$ cat config.mk
export PLATFORM = sky130hd
export DESIGN_NAME = seq_mult_frontend
export DESIGN_NICKNAME = d
export VERILOG_FILES = /design/src/rtl/seq_mult_pkg.sv /design/src/rtl/seq_mult_fifo.sv /design/src/rtl/seq_mult_frontend.sv
export SDC_FILE = /design/constraint.sdc
export NUM_CORES = 1
export LEC_CHECK = 0
export CAP_MARGIN = 20
export CORE_MARGIN = 4
export CORE_UTILIZATION = 51
export CTS_CLUSTER_DIAMETER = 50
export DETAILED_ROUTE_END_ITERATION = 12
export HOLD_SLACK_MARGIN = 0.1
export PLACE_DENSITY = 0.81
export SYNTH_ARGS = -nofsm -noshare
export SYNTH_HDL_FRONTEND = slang
export SYNTH_HIERARCHICAL = 1
export SYNTH_SLANG_ARGS = --single-unit
export TNS_END_PERCENT = 10
$ cat constraint.sdc
create_clock -name clock -period 2.54 [get_ports clock]
set_clock_uncertainty 0.2 [all_clocks]
set_input_delay 0.635 -clock clock [delete_from_list [all_inputs] [get_ports clock]]
set_output_delay 0.635 -clock clock [all_outputs]
set_load 0.01 [all_outputs]
$ cat src/rtl/seq_mult_pkg.sv
// Shared types and constants for the sequential-multiplier front end.
package seq_mult_pkg;

  typedef enum logic [1:0] {
    IDLE = 2'd0,
    BUSY = 2'd1,
    RESP = 2'd2
  } state_t;

  // BUSY cycles allowed before an unresponsive multiplier is abandoned
  function automatic int TIMEOUT_CYCLES(input int n);
    return 2 * n + 4;
  endfunction

endpackage

$ cat src/rtl/seq_mult_fifo.sv
// Operand-pair FIFO: stores {a,b} as 2N-bit words, DEPTH entries, pointers wrap modulo DEPTH.
module seq_mult_fifo #(
  parameter int N     = 4,
  parameter int DEPTH = 4
) (
  input  logic                   clock,
  input  logic                   reset,
  input  logic                   push,
  input  logic                   pop,
  input  logic [2*N-1:0]         wr_data,
  output logic [2*N-1:0]         rd_data,
  output logic                   full,
  output logic                   empty,
  output logic [$clog2(DEPTH):0] count
);

  localparam int AW = $clog2(DEPTH);
  localparam logic [AW:0] FULL_COUNT = (AW + 1)'(DEPTH);

  logic [2*N-1:0] mem_r [DEPTH];
  logic [AW-1:0]  wr_ptr_r;
  logic [AW-1:0]  rd_ptr_r;
  logic [AW:0]    count_r;
  logic           push_s;
  logic           pop_s;

  assign push_s  = push & ~full;
  assign pop_s   = pop & ~empty;
  assign full    = (count_r == FULL_COUNT);
  assign empty   = (count_r == {(AW + 1){1'b0}});
  assign count   = count_r;
  assign rd_data = mem_r[rd_ptr_r];

  // Storage array and write pointer
  always_ff @(posedge clock or posedge reset) begin
    if (reset) begin
      for (int i = 0; i < DEPTH; i++) begin
        mem_r[i] <= {(2 * N){1'b0}};
      end
      wr_ptr_r <= {AW{1'b0}};
    end else if (push_s) begin
      mem_r[wr_ptr_r] <= wr_data;
      wr_ptr_r        <= wr_ptr_r + AW'(1);
    end
  end

  // Read pointer and occupancy count
  always_ff @(posedge clock or posedge reset) begin
    if (reset) begin
      rd_ptr_r <= {AW{1'b0}};
      count_r  <= {(AW + 1){1'b0}};
    end else begin
      if (pop_s) begin
        rd_ptr_r <= rd_ptr_r + AW'(1);
      end
      case ({push_s, pop_s})
        2'b10:   count_r <= count_r + (AW + 1)'(1);
        2'b01:   count_r <= count_r - (AW + 1)'(1);
        default: count_r <= count_r;
      endcase
    end
  end

endmodule

$ cat src/rtl/seq_mult_frontend.sv
// Operand-issue / result-capture stage around the N-bit sequential multiplier.
// Optional output timeout enabled by defining SEQ_MULT_FE_TIMEOUT_EN.
module seq_mult_frontend
  import seq_mult_pkg::*;
#(
  parameter int N     = 4,
  parameter int DEPTH = 4
) (
  input  logic                   clock,
  input  logic                   reset,
  input  logic                   in_valid,
  output logic                   in_ready,
  input  logic [N-1:0]           in_a,
  input  logic [N-1:0]           in_b,
  output logic                   mul_start,
  output logic [N-1:0]           mul_multiplicand,
  output logic [N-1:0]           mul_multiplier,
  input  logic                   mul_ready,
  input  logic [2*N-1:0]         mul_product,
  output logic                   out_valid,
  input  logic                   out_ready,
  output logic [2*N-1:0]         out_product,
  output logic                   busy,
  output logic [$clog2(DEPTH):0] fifo_count
`ifdef SEQ_MULT_FE_TIMEOUT_EN
  ,
  output logic                   timeout
`endif
);

  state_t         state_r;
  logic           seen_low_r;
  logic           out_valid_r;
  logic           busy_r;
  logic [2*N-1:0] out_product_r;
  logic [2*N-1:0] head_s;
  logic           fifo_full_s;
  logic           fifo_empty_s;
  logic           issue_s;

`ifdef SEQ_MULT_FE_TIMEOUT_EN
  localparam int TO_LIMIT = TIMEOUT_CYCLES(N);
  localparam int TO_W     = $clog2(TO_LIMIT + 1);
  localparam logic [TO_W-1:0] TO_LAST = TO_W'(TO_LIMIT - 1);

  logic [TO_W-1:0] to_cnt_r;
  logic            timeout_r;

  assign timeout = timeout_r;
`endif

  seq_mult_fifo #(
    .N     (N),
    .DEPTH (DEPTH)
  ) u_fifo (
    .clock   (clock),
    .reset   (reset),
    .push    (in_valid),
    .pop     (issue_s),
    .wr_data ({in_a, in_b}),
    .rd_data (head_s),
    .full    (fifo_full_s),
    .empty   (fifo_empty_s),
    .count   (fifo_count)
  );

  assign in_ready                          = ~fifo_full_s;
  assign {mul_multiplicand, mul_multiplier} = head_s;
  assign issue_s     = (state_r == IDLE) & ~fifo_empty_s & mul_ready;
  assign mul_start   = issue_s;
  assign out_valid   = out_valid_r;
  assign out_product = out_product_r;
  assign busy        = busy_r;

  // Issue/complete/respond sequencer; completion needs mul_ready to have dropped first
  always_ff @(posedge clock or posedge reset) begin
    if (reset) begin
      state_r       <= IDLE;
      seen_low_r    <= 1'b0;
      out_valid_r   <= 1'b0;
      busy_r        <= 1'b0;
      out_product_r <= {(2 * N){1'b0}};
`ifdef SEQ_MULT_FE_TIMEOUT_EN
      to_cnt_r      <= {TO_W{1'b0}};
      timeout_r     <= 1'b0;
`endif
    end else begin
`ifdef SEQ_MULT_FE_TIMEOUT_EN
      timeout_r <= 1'b0;
`endif
      case (state_r)
        IDLE: begin
          if (issue_s) begin
            state_r    <= BUSY;
            seen_low_r <= 1'b0;
            busy_r     <= 1'b1;
`ifdef SEQ_MULT_FE_TIMEOUT_EN
            to_cnt_r   <= {TO_W{1'b0}};
`endif
          end
        end
        BUSY: begin
          if (!mul_ready) begin
            seen_low_r <= 1'b1;
          end
          if (seen_low_r && mul_ready) begin
            out_product_r <= mul_product;
            out_valid_r   <= 1'b1;
            state_r       <= RESP;
          end
`ifdef SEQ_MULT_FE_TIMEOUT_EN
          else if (to_cnt_r == TO_LAST) begin
            out_product_r <= {(2 * N){1'b1}};
            out_valid_r   <= 1'b1;
            timeout_r     <= 1'b1;
            state_r       <= RESP;
          end else begin
            to_cnt_r <= to_cnt_r + TO_W'(1);
          end
`endif
        end
        RESP: begin
          if (out_ready) begin
            out_valid_r <= 1'b0;
            busy_r      <= 1'b0;
            state_r     <= IDLE;
          end
        end
        default: begin
          state_r     <= IDLE;
          out_valid_r <= 1'b0;
          busy_r      <= 1'b0;
        end
      endcase
    end
  end

endmodule

Yosys cells after proc, flatten, opt, wreduce, memory -nomap -nowiden
Index checks and enable logic that the tools add are counted.

Output and inout bits: 23. Word-level logic and storage cells: 68. Register bits after elaboration: 52. Input bits: 21.

Equality and inequality tests: 9. Add/sub/neg operators: 4. $lt $le $gt $ge: 3. Bitwise logic cells: 10. Mux-type cells: 19. Reduce and logical (&&, ||, !) cells: 11.

Operator list (count): $bwmux W32 (1); $mux W8 (3); $bmux W8 S2 (1); $demux W8 S2 (1); $reduce_and A3 Y1 (4); $ge A3 B3 Y1 const B (2); $mux W2 (3); $ne A2 B2 Y1 const B (3); $not A2 Y3 (2); $pmux W1 S3 (2); $pmux W2 S3 (1); $pmux W3 S2 (1); $mux W1 (5); $add A2 B1 Y2 const B (2); $and A1 B1 Y1 (4); $eq A2 B1 Y1 const B (2); $eq A2 B2 Y1 const B (2); $not A1 Y1 (4); $reduce_bool A2 Y1 (2); $add A3 B1 Y3 const B (1); $eq A3 B3 Y1 const B (1); $logic_not A3 Y1 (1); $lt A3 B1 Y1 const B (1); $sub A3 B1 Y3 const B (1); other kinds (5) (6).

Longest topological paths before layout
Gate-level depths: netlist of run 1.

Word-level depth: 7. Gate-level depth with buffers: 9. Depth with buffers taken out: 9.

Cells and area by module
Netlist of run 1, hierarchy kept.

By module, submodules not included: seq_mult_fifo (cells each 115, sequential area each 975.9 µm², times used 1, area an instance 1788.0 µm²); seq_mult_frontend (cells each 40, sequential area each 325.3 µm², times used 1, area an instance 563.0 µm²).

Worst setup path after synthesis of run 1
OpenSTA, ideal clock, no wires.

Kind: in2reg. From: input port mul_ready. To: register u_fifo.count_r[2] (netlist: u_fifo/count[2]). Path slack: 0.054 ns. Data required time: 2.261 ns. Setup time: 0.079 ns. Arrival time: 2.207 ns. Cell stages on the path: 8. Buffers on the path: 0. Cells stage by stage: nor4b_2 o31a_2 ha_1 inv_1 fa_1 xor2_1 nor2_1 xor2_1.

Longest elaborated chain between the ends: 4. Elaborated cells between the ends (all ways): 6. Classes of those cells: 2 x eq/ne; 1 x mux; 2 x bitwise; 1 x reduce/logical.

Ends and longest elaborated chain: start: declaration (line seq_mult_frontend.sv:18) `input logic mul_ready,`; $and A1 B1 Y1 * (line seq_mult_frontend.sv:69) `assign issue_s = (state_r == IDLE) & ~fifo_empty_s & mul_ready;`; $and A1 B1 Y1 * (line seq_mult_fifo.sv:28) `assign pop_s = pop & ~empty;`; named net u_fifo.pop_s (line seq_mult_fifo.sv:25) `logic pop_s;`; $eq A2 B1 Y1 / $eq A2 B2 Y1 (equally long branches) (line seq_mult_fifo.sv:56) `case ({push_s, pop_s})`; $pmux W3 S2 / $reduce_bool A2 Y1 (equally long branches); end signal: assignment (line seq_mult_fifo.sv:57) `2'b10: count_r <= count_r + (AW + 1)'(1);`; end signal: assignment (line seq_mult_fifo.sv:58) `2'b01: count_r <= count_r - (AW + 1)'(1);`; end signal: assignment (line seq_mult_fifo.sv:59) `default: count_r <= count_r;`; end: declaration (line seq_mult_fifo.sv:23) `logic [AW:0] count_r;`.

Mark *: on every way through the listed nets, which the timed path passes. The rest lies on a longest branch. A chain may end at the register's enable or synchronous reset.

Worst setup path in the final report of run 1
From: register u_fifo.rd_ptr_r[0]. To: output port mul_multiplier[2].

Longest elaborated chain between the ends: 4.

Ends and longest elaborated chain: start: declaration (line seq_mult_fifo.sv:22) `logic [AW-1:0] rd_ptr_r;`; start signal: assignment (line seq_mult_fifo.sv:50) `rd_ptr_r <= {AW{1'b0}};`; start signal: assignment (line seq_mult_fifo.sv:54) `rd_ptr_r <= rd_ptr_r + AW'(1);`; $not A2 Y3 (implied by the code) (line seq_mult_fifo.sv:32) `assign rd_data = mem_r[rd_ptr_r];`; $bmux W8 S2 (line seq_mult_fifo.sv:32); $mux W8 (implied by the code) (2 in a row) (line seq_mult_fifo.sv:32); end: declaration (line seq_mult_frontend.sv:17) `output logic [N-1:0] mul_multiplier,`.

Every way passes these cells. The select of a mux whose other input is x is not followed.

==> results of run 1 <==
==> cells in the final DEF (no fill, tap or decap), types with 2 or more instances in the layout <==
cell / n
dfrtp_1: 52
mux2_2: 41
clkdlybuf4s50_1: 33
buf_4: 16
inv_1: 10
dlygate4sd2_1: 9
mux4_2: 8
nand2_1: 6
clkbuf_8: 5
nor2_2: 4
ha_1: 4
xor2_1: 3
xnor2_1: 3
nor3b_1: 2
==> synthesized netlist by cell type <==
| cell type | number | area (sq um) |
|---|---|---|
| o211a_1 | 1 | 10.0 |
| xnor2_1 | 3 | 26.3 |
| dfrtp_1 | 52 | 1300 |
| o31ai_1 | 1 | 7.51 |
| nor2_1 | 1 | 3.75 |
| ha_1 | 5 | 62.6 |
| buf_4 | 1 | 7.51 |
| nand2b_1 | 1 | 6.26 |
| buf_2 | 1 | 5.00 |
| xor2_1 | 3 | 26.3 |
| mux2_2 | 41 | 462 |
| fa_1 | 1 | 20.0 |
| mux4_2 | 8 | 180 |
| nor3b_1 | 2 | 15.0 |
| inv_1 | 10 | 37.5 |
| a21bo_2 | 1 | 10.0 |
| o221ai_1 | 1 | 8.76 |
| or2b_2 | 1 | 8.76 |
| nor3_1 | 1 | 5.00 |
| nand2_1 | 6 | 22.5 |
| nor2_2 | 4 | 25.0 |
| mux2i_1 | 1 | 10.0 |
| o31a_2 | 1 | 10.0 |
| o21ai_0 | 1 | 5.00 |
| a211o_1 | 1 | 8.76 |
| buf_1 | 1 | 3.75 |
| nand3_1 | 1 | 5.00 |
| nor4b_2 | 1 | 15.0 |
| nor2b_1 | 1 | 6.26 |
| nand4b_4 | 1 | 23.8 |
| nor3b_2 | 1 | 12.5 |
==> flip-flops by register name (all words and copies together) (netlist names) <==
name,count
out_product,8
state_r,2
out_valid,1
busy,1
u_fifo/rd_ptr_r,2
u_fifo/count,3
seen_low_r,1
u_fifo/mem_r,32
u_fifo/wr_ptr_r,2
==> repair_timing <==
item / CTS / global route
gates resized for setup: 10 / 4
setup endpoints to repair: 10 / 6
hold endpoints to repair: 0 / 0
buffers inserted: 0 / 1
pin swaps: 0 / 1
==> worst paths after layout <==
check	from	to	slack (ps)	cells past startpoint
setup / recovery	u_fifo/rd_ptr_r[0]	mul_multiplier[2]	70	3
hold / removal	out_valid	out_valid	300	1
setup reg to reg	u_fifo/count[1]	u_fifo/count[2]	210	9
hold reg to reg	out_valid	out_valid	300	1
max in group asynchronous	reset	u_fifo/mem_r[11]	1220	3
min in group asynchronous	reset	out_product[7]	490	2
==> layout make-up <==
class                      count  area share
tap                           52      0.0213
clock buffer                   6      0.0238
timing repair buffer          59       0.178
multi-input combinational     90       0.333
clock inverter                 2     0.00533
inverter                      10      0.0123
sequential                    52       0.427
==> critical path, delay by kind of cell (launching register included) <==
kind / cells / cell delay [ps]
buffers and inverters: 2 / 470
flip-flops: 1 / 360
multiplexers: 1 / 500
==> stage by stage <==
step	setup TNS, ps	hold WS [ps]	setup WS [ps]	power [mW]	utilization
2_1_floorplan	0	275	53.7	2.68	-
3_3_place_gp	-721	275	-304	3.44	0.667
6_report	0	296	70.0	3.92	0.691
3_5_place_dp	-995	280	-445	3.57	0.667
5_1_grt	-46.9	313	-16.2	4.20	0.691
4_1_cts	-59.4	300	-59.4	3.94	0.686
==> logic make-up (layout without fill, tap and decap cells) <==
group                      Yosys count  count (layout)  share of synthesized area
and+or+nand+nor                     21              21                     0.0633
AOI/OAI and AO/OA                    7               7                     0.0255
DFF                                 52              52                      0.553
xor gates and xnor gates             6               6                     0.0224
adders and majority gates            6               6                     0.0351
muxes                               50              50                      0.277
buffers and inverters               13              77                     0.0229
==> power groups by stage <==
stage / logic [mW] / clock network (mW) / registers [mW]
6_report: 1.92 / 0.453 / 1.54
5_1_grt: 2.10 / 0.504 / 1.60
4_1_cts: 1.93 / 0.469 / 1.54
3_5_place_dp: 2.01 / 0 / 1.55
3_3_place_gp: 1.93 / 0 / 1.50
2_1_floorplan: 1.17 / 0 / 1.51
==> metal layers <==
metal  up-vias  GRT usage  part of all wire
li1        673          -                 -
met1       716      0.225              0.43
met3        15     0.0449             0.060
met4         0     0.0680             0.027
met5         -          0                 0
met2        50      0.296              0.49
==> results.json, run 1 <==
{
  "wl_per_cell_um": 16.8,
  "drive_gt1_frac": 0.388,
  "place_inst": 262,
  "ys_ff_latch": 52,
  "required_ps": 1700,
  "clkSinkCount": 52,
  "clockBufferDepth": 2,
  "setup_violations": 0,
  "final_area_sq_um": 3050,
  "worstHoldPathType": "reg2reg",
  "seqPwrFrac": 0.394,
  "combPwrFrac": 0.490,
  "routed_wl_mm": 4.55,
  "clk_latency_ps": 300,
  "vias_per_cell": 5.37,
  "yosysSeqAreaShare": 0.553,
  "fin_crit_sh": 0.972,
  "die_h_um": 75.9,
  "power_frac_clock": 0.116,
  "hold_viol": 0,
  "antenna_found_initial": 0,
  "cts_hold_buffers": 0,
  "die_area_sq_um": 5760,
  "vdd_drop_max_uv": 617,
  "rows": 24,
  "portBuffers": 43,
  "synth_cell_type_count": 31,
  "root_buffer": "clkbuf_8",
  "max_stage_delay_ps": 500,
  "status": "finished, final reports clean",
  "die-width_um": 75.9,
  "critPathLaunchType": "register",
  "grt_pass1_vias": 1583,
  "intPower_mw": 2.62,
  "worstPathArrival_ps": 1640,
  "rsz0062_at_grt": "true",
  "firstDrtPassIters": 3,
  "drc": 0,
  "fin_crit_ps": 2470,
  "overflow": 0,
  "p_per_area_nw_per_um2": 1280,
  "cp_slowest_cell": "mux4_2",
  "drt_iter0_drc": 36,
  "multi_input_area_sq_um": 1010,
  "critical_path.endpoint_type": "primary output",
  "yosysWarnings": 6,
  "placed_cell_area_sq_um": 2940,
  "diodes": 0,
  "grt_use_total": 0.178,
  "cp_cell_sequence": "buf_4 > mux4_2 > dlygate4sd2_1",
  "core_area_sq_um": 4410,
  "post-dp-hpwl_mm": 3.42,
  "ant_nets": 0,
  "slew_violations": 0,
  "worstMarginPinSlew_ps": 473,
  "vias": 1454,
  "cts_tree": "built",
  "start_util": 0.533,
  "grt_max_degree": 40,
  "critPathKind": "reg2out",
  "cp_max_fo": 5,
  "nets": 245,
  "avgSynthCellArea_sq_um": 15.2,
  "synth_area_sq_um": 2350,
  "gp_congestion": 0.824,
  "synth_cells": 155,
  "io_pins": 44,
  "cap_viol_max_count": 0,
  "timing.fmax_mhz": 405,
  "final_cells": 271,
  "power.switching_mw": 1.29,
  "switching_share": 0.330,
  "grt_pass1_wl_mm": 7.53,
  "h-tree-depth": 2,
  "p_leak_nw": 1.34,
  "synth.net_count": 182,
  "seqCellArea_sq_um": 1300,
  "slew_headroom": 0.685,
  "path_clk_slew_ps": 90,
  "areaGrowthSynthToFinish_pct": 29.7,
  "cts_buffers": 5,
  "nFillCells": 302
}
No activity file was read; power rests on OpenSTA's default activity.
==> run 2, diff against run 1 <==
--- a/config.mk
+++ b/config.mk
@@ -10,8 +10,7 @@
 export CORE_UTILIZATION = 51
 export CTS_CLUSTER_DIAMETER = 50
 export DETAILED_ROUTE_END_ITERATION = 12
-export HOLD_SLACK_MARGIN = 0.1
-export PLACE_DENSITY = 0.81
+export PLACE_DENSITY = 0.78
 export SYNTH_ARGS = -nofsm -noshare
 export SYNTH_HDL_FRONTEND = slang
 export SYNTH_HIERARCHICAL = 1
==> run 2 against run 1 <==
  * Non-clock buffer count fell by 2
  * Hold slack improved by 16 ps
  * Register-to-register slack got worse by 60 ps
  * Clock power rose by 25%
  * Critical path type unchanged
==> results.json, run 2 (synthesized netlist as in run 1, its figures left out) <==
{
  "largest-register": "u_fifo/mem_r",
  "areaGrowthSynthToFinish_pct": 31.7,
  "grt_max_degree": 40,
  "worstMarginPinSlew_ps": 479,
  "utilization": 0.702,
  "clk_latency_ps": 300,
  "start_util": 0.533,
  "timing.fmax_mhz": 402,
  "gp_congestion": 0.881,
  "firstDrtPassIters": 4,
  "worstHoldPathType": "reg2reg",
  "postCtsSetupBuffers": 0,
  "critPathKind": "reg2out",
  "p_leak_nw": 1.35,
  "drc": 0,
  "slew_violations": 0,
  "required_ps": 1700,
  "antenna_found_initial": 0,
  "cts_hold_buffers": 0,
  "io_pins": 44,
  "cap_viol_max_count": 0,
  "vdd_drop_max_uv": 738,
  "critical_path.endpoint_type": "primary output",
  "root_buffer": "clkbuf_8",
  "h-tree-depth": 2,
  "hold_viol": 0,
  "rrSetupSlack_ps": 150,
  "die_area_sq_um": 5760,
  "clockBufferDepth": 2,
  "drive_gt1_frac": 0.392,
  "routed_wl_mm": 4.66,
  "vias_per_cell": 5.53,
  "cts_tree": "built",
  "multi_input_area_sq_um": 1030,
  "rows": 24,
  "ant_nets": 0,
  "p_total_mw": 4.10,
  "rr_startpoint": "u_fifo/count[1]",
  "grt_pass1_wl_mm": 7.22,
  "setup_violations": 0,
  "place_inst": 261,
  "rsz0062_at_grt": "false",
  "holdWs_ps": 312,
  "grt_use_total": 0.172,
  "path_clk_slew_ps": 100,
  "final_cells": 269,
  "layout_commonest_cell": "dfrtp_1",
  "crit_start": "u_fifo/rd_ptr_r[0]",
  "diodes": 0,
  "crit_end": "mul_multiplicand[0]",
  "wl_per_cell_um": 17.3,
  "critPathLaunchType": "register",
  "core_area_sq_um": 4410,
  "dpl_worst_slack_ps": -369,
  "drt_iter0_drc": 39,
  "final_cell_mix": "51 x dfrtp_1, 41 x mux2_2, 33 x clkdlybuf4s50_1",
  "portBuffers": 43,
  "nets": 243,
  "worstPathArrival_ps": 1650,
  "fin_crit_sh": 0.979,
  "clkSinkCount": 52,
  "die-width_um": 75.9,
  "grt_pass1_vias": 1492,
  "finalWorstSetupSlack_ps": 53.5,
  "cp_max_fo": 10,
  "vias": 1488,
  "status": "finished, final reports clean",
  "r2r-end": "u_fifo/count[2]",
  "nFillCells": 284,
  "slew_headroom": 0.680,
  "largest_reg_flops": 32,
  "p_per_area_nw_per_um2": 1320,
  "cts_buffers": 5,
  "rr_worst_depth": 9,
  "seqCellArea_sq_um": 1300,
  "die_h_um": 75.9,
  "fin_crit_ps": 2490,
  "post-dp-hpwl_mm": 3.39,
  "overflow": 0
}
==> run 2: through the flow <==
step	cell area [sq um]	setup TNS, ps
6_report	3100	0
3_5_place_dp	2950	-851
5_1_grt	3100	0
2_1_floorplan	2350	0
4_1_cts	3060	0
3_3_place_gp	2950	-746
==> run 2: per-layer routing <==
layer	global-route usage	wire length, um	up-vias
li1	-	-	671
met1	0.210	1870	755
met2	0.299	2370	53
met3	0.0475	366	9
met4	0.0466	61	0
met5	0	0	-
==> run 2: where the power goes <==
group / switching [mW] / internal (mW) / total (mW)
combinational: 0.772 / 1.20 / 1.97
clock: 0.271 / 0.297 / 0.567
sequential: 0.301 / 1.26 / 1.56
total: 1.34 / 2.76 / 4.10
==> run 2: area by class of cell <==
type                    count  area share
flip-flops and latches     52       0.421
multi-input cells          90       0.333
repair buffers             57       0.176
clock buffers               5      0.0222
well taps                  52      0.0210
clock inverters             3      0.0154
inverters                  10      0.0121
==> run 2: repair_timing <==
| item | CTS | global route |
|---|---|---|
| resized for setup | 10 | 11 |
| pin swaps | 0 | 1 |
| endpoints found under the setup margin | 10 | 9 |
| endpoints found under the hold margin | 0 | 0 |
==> run 2: worst min-delay path by stage <==
stage | cells after the start | to | from | slack (ps)
5_1_grt | 1 | out_valid | out_valid | 320
6_report | 1 | out_product[0] | out_product[0] | 310
4_1_cts | 1 | out_valid | out_valid | 310
3_3_place_gp | 1 | out_valid | out_valid | 280
2_1_floorplan | 1 | u_fifo/mem_r[10] | u_fifo/mem_r[10] | 280
3_5_place_dp | 1 | out_product[4] | out_product[4] | 290
==> run 2: critical path, stage by stage (launching register included) <==
cell	delay, ps
dfrtp_1	380
buf_12	150
mux4_2	510
dlygate4sd2_1	300
==> run 3, diff against run 2 <==
--- a/config.mk
+++ b/config.mk
@@ -11,6 +11,7 @@
 export CTS_CLUSTER_DIAMETER = 50
 export DETAILED_ROUTE_END_ITERATION = 12
 export PLACE_DENSITY = 0.78
+export SLEW_MARGIN = 20
 export SYNTH_ARGS = -nofsm -noshare
 export SYNTH_HDL_FRONTEND = slang
 export SYNTH_HIERARCHICAL = 1
==> results of run 3 <==
The final DEF is identical to that of run 2; final timing and power are the same.
